==> config.mk <==
export PLATFORM = sky130hd
export DESIGN_NAME = bcd_down_timer_flat
export DESIGN_NICKNAME = d
export VERILOG_FILES = /design/src/rtl/bcd_down_timer_if.sv /design/src/rtl/bcd_down_timer.sv /design/src/flat_wrapper.sv
export SDC_FILE = /design/constraint.sdc
export NUM_CORES = 1
export LEC_CHECK = 0
export ABC_AREA = 1
export BUFFER_PORTS_ARGS = -buffer_cell sky130_fd_sc_hd__clkbuf_2
export CAP_MARGIN = 20
export CORE_UTILIZATION = 31
export CTS_CLUSTER_SIZE = 8
export DETAILED_ROUTE_END_ITERATION = 7
export GPL_TIMING_DRIVEN = 0
export SLEW_MARGIN = 20
export SYNTH_ARGS = -nofsm -noshare
export SYNTH_HDL_FRONTEND = slang
export SYNTH_SLANG_ARGS = --single-unit
==> constraint.sdc <==
create_clock -name clk -period 1.4 [get_ports clk]
set_input_delay 0.14 -clock clk [delete_from_list [all_inputs] [get_ports clk]]
set_output_delay 0.14 -clock clk [all_outputs]
set_load 0.01 [all_outputs]
==> src/rtl/bcd_down_timer_if.sv <==
// Control/data bundle for bcd_down_timer: strobes and preset in, BCD count and status out.
interface bcd_down_timer_if #(
    parameter int DIGITS = 4
);
    logic                  load;
    logic [4*DIGITS-1:0]   load_val;
    logic                  start;
    logic                  stop;
    logic                  tick;
    logic [4*DIGITS-1:0]   out;
    logic                  busy;
    logic                  zero;
    logic                  done;

    modport master (
        output load, load_val, start, stop, tick,
        input  out, busy, zero, done
    );

    modport slave (
        input  load, load_val, start, stop, tick,
        output out, busy, zero, done
    );
endinterface

==> src/rtl/bcd_down_timer.sv <==
// Multi-digit BCD down-counter with one-shot or periodic expiry and a one-cycle done pulse.
//
// state   | meaning
// IDLE    | loaded or paused; ticks ignored
// RUN     | counting down on tick
// EXPIRED | one-shot reached zero; start reloads from the reload register
module bcd_down_timer #(
    parameter int DIGITS      = 4,
    parameter bit AUTO_RELOAD = 1'b0
) (
    input  logic clk,
    input  logic rst,
    bcd_down_timer_if.slave bus
);
    localparam int W = 4 * DIGITS;

    typedef enum logic [1:0] {
        IDLE    = 2'd0,
        RUN     = 2'd1,
        EXPIRED = 2'd2
    } state_t;

    state_t         state_q;
    logic [W-1:0]   out_q;
    logic [W-1:0]   reload_q;
    logic           done_q;

    logic [W-1:0]   clamp_d;
    logic [W-1:0]   dec_d;
    logic           out_zero;
    logic           out_one;
    logic           reload_zero;

    function automatic logic [W-1:0] bcd_clamp(input logic [W-1:0] v);
        logic [W-1:0] r;
        r = v;
        for (int i = 0; i < DIGITS; i++) begin
            if (v[4*i +: 4] > 4'd9) r[4*i +: 4] = 4'd9;
        end
        return r;
    endfunction

    // Ripple borrow: digits at 0 become 9 until the first nonzero digit absorbs it.
    function automatic logic [W-1:0] bcd_dec(input logic [W-1:0] v);
        logic [W-1:0] r;
        logic         borrow;
        r      = v;
        borrow = 1'b1;
        for (int i = 0; i < DIGITS; i++) begin
            if (borrow) begin
                if (v[4*i +: 4] == 4'd0) begin
                    r[4*i +: 4] = 4'd9;
                end else begin
                    r[4*i +: 4] = v[4*i +: 4] - 4'd1;
                    borrow      = 1'b0;
                end
            end
        end
        return r;
    endfunction

    always_comb begin
        clamp_d     = bcd_clamp(bus.load_val);
        dec_d       = bcd_dec(out_q);
        out_zero    = (out_q == '0);
        out_one     = (out_q == W'(1));
        reload_zero = (reload_q == '0);
    end

    always_ff @(posedge clk) begin
        if (rst) begin
            out_q    <= '0;
            reload_q <= '0;
            state_q  <= IDLE;
            done_q   <= 1'b0;
        end else begin
            done_q <= 1'b0;
            if (bus.load) begin
                out_q    <= clamp_d;
                reload_q <= clamp_d;
                state_q  <= IDLE;
            end else begin
                case (state_q)
                    RUN: begin
                        if (bus.stop) begin
                            state_q <= IDLE;
                        end else if (bus.tick) begin
                            if (out_zero) begin
                                done_q <= 1'b1;
                                if (AUTO_RELOAD) out_q   <= reload_q;
                                else             state_q <= EXPIRED;
                            end else begin
                                out_q <= dec_d;
                                if (out_one && !AUTO_RELOAD) begin
                                    state_q <= EXPIRED;
                                    done_q  <= 1'b1;
                                end
                            end
                        end
                    end
                    IDLE: begin
                        if (bus.start) begin
                            if (!out_zero || AUTO_RELOAD) begin
                                state_q <= RUN;
                            end else begin
                                state_q <= EXPIRED;
                                done_q  <= 1'b1;
                            end
                        end
                    end
                    EXPIRED: begin
                        if (bus.start) begin
                            out_q <= reload_q;
                            if (!reload_zero || AUTO_RELOAD) begin
                                state_q <= RUN;
                            end else begin
                                done_q <= 1'b1;
                            end
                        end
                    end
                    default: state_q <= IDLE;
                endcase
            end
        end
    end

    assign bus.out  = out_q;
    assign bus.busy = (state_q == RUN);
    assign bus.zero = out_zero;
    assign bus.done = done_q;
endmodule

==> src/flat_wrapper.sv <==
// flat-port wrapper written by rule: the top's interface ports become plain ports
module bcd_down_timer_flat 
#(
    parameter int DIGITS      = 4,
    parameter bit AUTO_RELOAD = 1'b0
)
  (clk, rst, bus_load, bus_load_val, bus_start, bus_stop, bus_tick, bus_out, bus_busy, bus_zero, bus_done);
  bcd_down_timer_if #(.DIGITS(DIGITS)) bus_i ();
  input  logic clk;
  input  logic rst;
  input wire logic [$bits(bus_i.load)-1:0] bus_load;
  input wire logic [$bits(bus_i.load_val)-1:0] bus_load_val;
  input wire logic [$bits(bus_i.start)-1:0] bus_start;
  input wire logic [$bits(bus_i.stop)-1:0] bus_stop;
  input wire logic [$bits(bus_i.tick)-1:0] bus_tick;
  output wire logic [$bits(bus_i.out)-1:0] bus_out;
  output wire logic [$bits(bus_i.busy)-1:0] bus_busy;
  output wire logic [$bits(bus_i.zero)-1:0] bus_zero;
  output wire logic [$bits(bus_i.done)-1:0] bus_done;
  assign bus_i.load = bus_load;
  assign bus_i.load_val = bus_load_val;
  assign bus_i.start = bus_start;
  assign bus_i.stop = bus_stop;
  assign bus_i.tick = bus_tick;
  assign bus_out = bus_i.out;
  assign bus_busy = bus_i.busy;
  assign bus_zero = bus_i.zero;
  assign bus_done = bus_i.done;
  bcd_down_timer #(.DIGITS(DIGITS), .AUTO_RELOAD(AUTO_RELOAD)) u_core (.clk(clk), .rst(rst), .bus(bus_i));
endmodule
## Word level (Yosys, flattened, before mapping)

Index checks and enable logic that the tools add are counted.

- Bits of input ports: 22
- Logic and storage cells: 84
- Output and inout bits: 19
- Register bits: 35

- Order comparisons: 4
- Reductions and logical operators: 14
- Eq/ne operators: 15
- Add/subtract/negate cells: 4
- Multiplexer cells: 40

Operators by type and width:

| cell | count |
|---|---|
| two-way mux 16 bit | 5 |
| two-way mux 4 bit | 11 |
| zero test 16 bit | 2 |
| case mux 16 bit (2 select lines) | 1 |
| AND reduction 6 bit | 3 |
| equality test 16 x 1 -> 1 bit, second input constant | 1 |
| greater-than comparator 4 bit, second input constant | 4 |
| zero test 4 bit | 4 |
| two-way mux 2 bit | 8 |
| subtractor 4 x 1 -> 4 bit, second input constant | 4 |
| inequality test 3 bit, second input constant | 5 |
| two-way mux 1 bit | 13 |
| AND reduction 5 bit | 2 |
| inequality test 3 x 2 -> 1 bit, second input constant | 3 |
| inequality test 2 bit, second input constant | 3 |
| case mux 2 bit (3 select lines) | 1 |
| inequality test 4 x 2 -> 1 bit, second input constant | 1 |
| case mux 1 bit (3 select lines) | 1 |
| nonzero test 3 bit | 1 |
| equality test 2 x 1 -> 1 bit, second input constant | 1 |
| equality test 2 bit, second input constant | 1 |
| zero test 2 bit | 1 |
| OR reduction 2 bit | 1 |

## Logic depth before layout (Yosys ltp)

- Word-level depth: 10
- Gate-level depth with buffers: 11
- Depth with buffers taken out: 10

## Worst setup path before layout

OpenSTA, ideal clock, no wires.

- Kind: flip-flop to flip-flop
- Start point: register u_core.out_q[3] (netlist: u_core.bus.out[3])
- End point: register u_core.out_q[1] (netlist: u_core.bus.out[1])
- Stages on the path, launching flop included: 9
- Setup slack: 0.075 ns
- Data required time: 1.283 ns
- Period minus slack after synthesis: 1.325 ns
- Setup time: 0.117 ns
- Path buffers: 0
- Arrival time: 1.209 ns
- Cells stage by stage: dfxtp_1 nor2_2 nand2_4 nor2_8 nand3_4 nand2_4 inv_4 o21ai_1 nor2_1

- Word-level cells in the longest chain between the ends: 7
- Elaborated cells on any way between the ends: 10
- Those cells by class: eq/ne (1); mux (6); reduce/logical (3)

RTL lines:

| element | line | text |
|---|---|---|
| from (decl) | bcd_down_timer.sv:24 | `logic [W-1:0] out_q;` |
| from (signal assigned) | bcd_down_timer.sv:79 | `out_q <= clamp_d;` |
| from (signal assigned) | bcd_down_timer.sv:90 | `if (AUTO_RELOAD) out_q <= reload_q;` |
| from (signal assigned) | bcd_down_timer.sv:113 | `out_q <= reload_q;` |
| zero test 4 bit | bcd_down_timer.sv:51 | `if (v[4*i +: 4] == 4'd0) begin` |
| two-way mux 4 bit | bcd_down_timer.sv:51 |  |
| two-way mux 16 bit | bcd_down_timer.sv:88 | `if (out_zero) begin` |
| two-way mux 16 bit | bcd_down_timer.sv:87 | `end else if (bus.tick) begin` |
| two-way mux 16 bit | bcd_down_timer.sv:85 | `if (bus.stop) begin` |
| case mux 16 bit (2 select lines) | bcd_down_timer.sv:83 | `case (state_q)` |
| two-way mux 16 bit | bcd_down_timer.sv:78 | `if (bus.load) begin` |

Parallel ways exist; a longest one is shown, timed or not. The select of a mux whose other input is x is not followed.
A chain may end at the register's enable or synchronous reset.

## Final worst setup path

- Start point: register u_core.out_q[4] (netlist: u_core.bus.out[4])
- End point: output port bus_zero

- Word-level cells in the longest chain between the ends: 1

RTL lines:

| element | line | text |
|---|---|---|
| zero test 16 bit | bcd_down_timer.sv:65 | `out_zero = (out_q == '0);` |
| to (decl) | flat_wrapper.sv:18 | `output wire logic [$bits(bus_i.zero)-1:0] bus_zero;` |

No other way between the ends.

==> metrics.csv <==
metric,value,unit
Crit. End Element,output port,
Peak VDD IR,0.460,mV
status,"finished, violations left",
DRT iter0 DRCs,154,
violated checks,setup timing,
final core utilization,0.427,
TritonCTS clock tree,built,
CP Data Required Time,1.26,ns
Switch Pwr,0.960,mW
vias in the first global route,2071,
total global routing overflow,0,
Worst-path clk slew,0.07,ns
die area,0.00727,mm²
setup violators final,1,
Total Neg Setup Slack,-0.00562,ns
Max-slew headroom,0.656,
max incr delay on CP,0.37,ns
hpwl dp,4.40,mm
Hold Fails Final Rpt,0,
first-pass GRT wire length,9.88,mm
Clock Skew,0.00737,ns
Power Internal,2.12,mW
Net Sw Frac,0.312,
top_reg_cell synth,dfxtp_1,
slowest CP cell,dfxtp_4,
"commonest non-fill, non-tap cell in the layout",nand2_1,
asr flop ratio synth,0,
GRT Total Usage,0.175,
Rows,29,
drt via density,4.92,
leakage power,1.30,nW
critical path cell sequence,nor2_4 -> nand2_4 -> nor2_8 -> nand2_1 -> inv_2 -> buf_6,
number of flops mapped to enable cells by yosys,0,
GP Congestion,0.834,
Final period util,1.00,
unrepaired setup endpoints after global routing,yes,
drc violations,0,
CTS root buf,clkbuf_8,
share of total power in the clock network,0.357,
"Clk Latency, worst-skew pair",0.29,ns
Syn Nets,347,
yosys warns,0,
total of max-cap violations,0,
Post-layout nets,406,
CTS Sinks,35,
Power Density,1100,mW/mm²
CTS H-Tree Depth,2,
core area,0.00653,mm²
total CTS buffers,5,
Hold Path Class,input port to register,
port buffer count,39,
Max Clock Freq,711,MHz
DIE HEIGHT,85.3,µm
Post-Synthesis Cell Area,0.00215,mm²
most frequent cells in the layout,"nand2_1, nor2_1, clkbuf_2",
"wirelength, routed",6.03,mm
slack of the critical path,-0.00562,ns
Wirelength per Cell,13.1,µm
pin count of the biggest net entering global routing,12,
"critical path fanouts, max",5,
clock tree buffer depth,2,
Logic pwr share,0.263,
worst path arrival time,1.27,ns
fin area,0.00279,mm²
Vias,2273,
P&R area growth vs syn,29.6,%
register area share after synthesis,0.326,
Die X,85.3,µm
crit path time final,1.41,ns
share of cells above drive strength 1,0.332,
critical setup path kind,register to output port,
Synth Register Bits,35,
startpoint types,register,
initial antenna violation count,0,
final antenna-violating net count,0,
power share of the sequential group,0.380,
measured slew at the worst slew-check pin,0.515,ns
initial core utilization,0.329,
DP Area,0.00244,mm²
Initial DRT Pass Iterations,4,
Cell variety after synth,30,
Antenna diodes,0,
syn_area_per_cell,6.61,µm²
Post-Synthesis Cells,325,
fin. max-slew vios,0,
IO Pins,41,
==> synth_stat cells, types with 3 or more instances <==
master / number / share of area
a21oi_1: 18 / 0.042
buf_2: 6 / 0.014
dfxtp_1: 35 / 0.33
inv_1: 34 / 0.059
nand2_1: 77 / 0.13
nand2_2: 5 / 0.015
nand2_4: 5 / 0.026
nand3_1: 17 / 0.040
nor2_1: 50 / 0.087
nor2_2: 6 / 0.017
nor2_4: 5 / 0.026
nor3_1: 4 / 0.0093
o211ai_1: 3 / 0.010
o21ai_0: 28 / 0.065
o21ai_1: 8 / 0.019
o22ai_1: 4 / 0.012
==> layer usage <==
| layer | vias to the layer above | wire length, µm | global-route usage |
|---|---|---|---|
| met1 | 1055 | 2880 | 0.234 |
| met2 | 42 | 2820 | 0.289 |
| met5 | - | 0 | 0 |
| met3 | 11 | 232 | 0.0292 |
| li1 | 1165 | - | - |
| met4 | 0 | 107 | 0.0530 |
==> registers in the layout, summed over array words and instances (netlist names) <==
| name | count |
|---|---|
| u_core.bus.done | 1 |
| u_core.reload_q | 16 |
| u_core.bus.out | 16 |
| u_core.state_q | 2 |
==> layout make-up <==
class	instances	area (µm²)
clock buffers	6	72.6
inverters	36	140
plain buffers	9	61.3
fillers	714	3740
multi-input cells	245	1330
well taps	77	96.3
flip-flops and latches	35	723
clock inverters	2	60.1
repair buffers	52	303
==> what timing repair did <==
| action | CTS | global route |
|---|---|---|
| hold buffers | 0 | 0 |
| buffers inserted | 3 | 10 |
| pin swaps | 6 | 16 |
| resized for setup | 16 | 31 |
| setup endpoints to repair | 16 | 18 |
==> logic make-up after synthesis <==
| group | share of synthesized area |
|---|---|
| AO/OA/AOI/OAI | 0.170 |
| XOR/XNOR | 0.00408 |
| buffers and inverters | 0.0850 |
| flip-flops | 0.326 |
| AND/OR/NAND/NOR | 0.415 |
==> worst paths after layout <==
| check | endpoint | startpoint | cells past startpoint | slack [ns] |
|---|---|---|---|---|
| worst max-delay path | bus_zero | u_core.bus.out[4] | 6 | -0.006 |
| worst min-delay path | u_core.reload_q[2] | bus_load_val[2] | 3 | 0.13 |
| worst max register to register | u_core.bus.out[0] | u_core.bus.out[4] | 9 | 0.03 |
| worst min register to register | u_core.reload_q[4] | u_core.reload_q[4] | 2 | 0.48 |
==> power by group through the flow <==
stage	combinational (mW)	sequential, mW	clock (mW)
finish	0.811	1.17	1.10
global route	0.909	1.18	1.15
CTS	0.745	1.16	1.11
detailed placement	0.713	1.18	0
global placement	0.706	1.18	0
floorplan	0.497	1.18	0
==> worst max-delay path, delay by kind of cell, from the launching register on <==
| family | cells | cell delay (ns) |
|---|---|---|
| and+or+nand+nor | 4 | 0.45 |
| DFF | 1 | 0.37 |
| buffers and inverters | 2 | 0.15 |
==> per-stage QoR <==
step	hold WS, ns	power [mW]	std cells	worst slack [ns]
6_report	0.129	3.08	462	-0.00562
2_1_floorplan	0.251	1.68	325	0.0747
3_3_place_gp	0.415	1.88	441	-0.0536
3_5_place_dp	0.417	1.89	441	-0.0534
4_1_cts	0.117	3.02	452	-0.0636
5_1_grt	0.152	3.24	462	-0.0860
(Power assumes the default switching activity.)
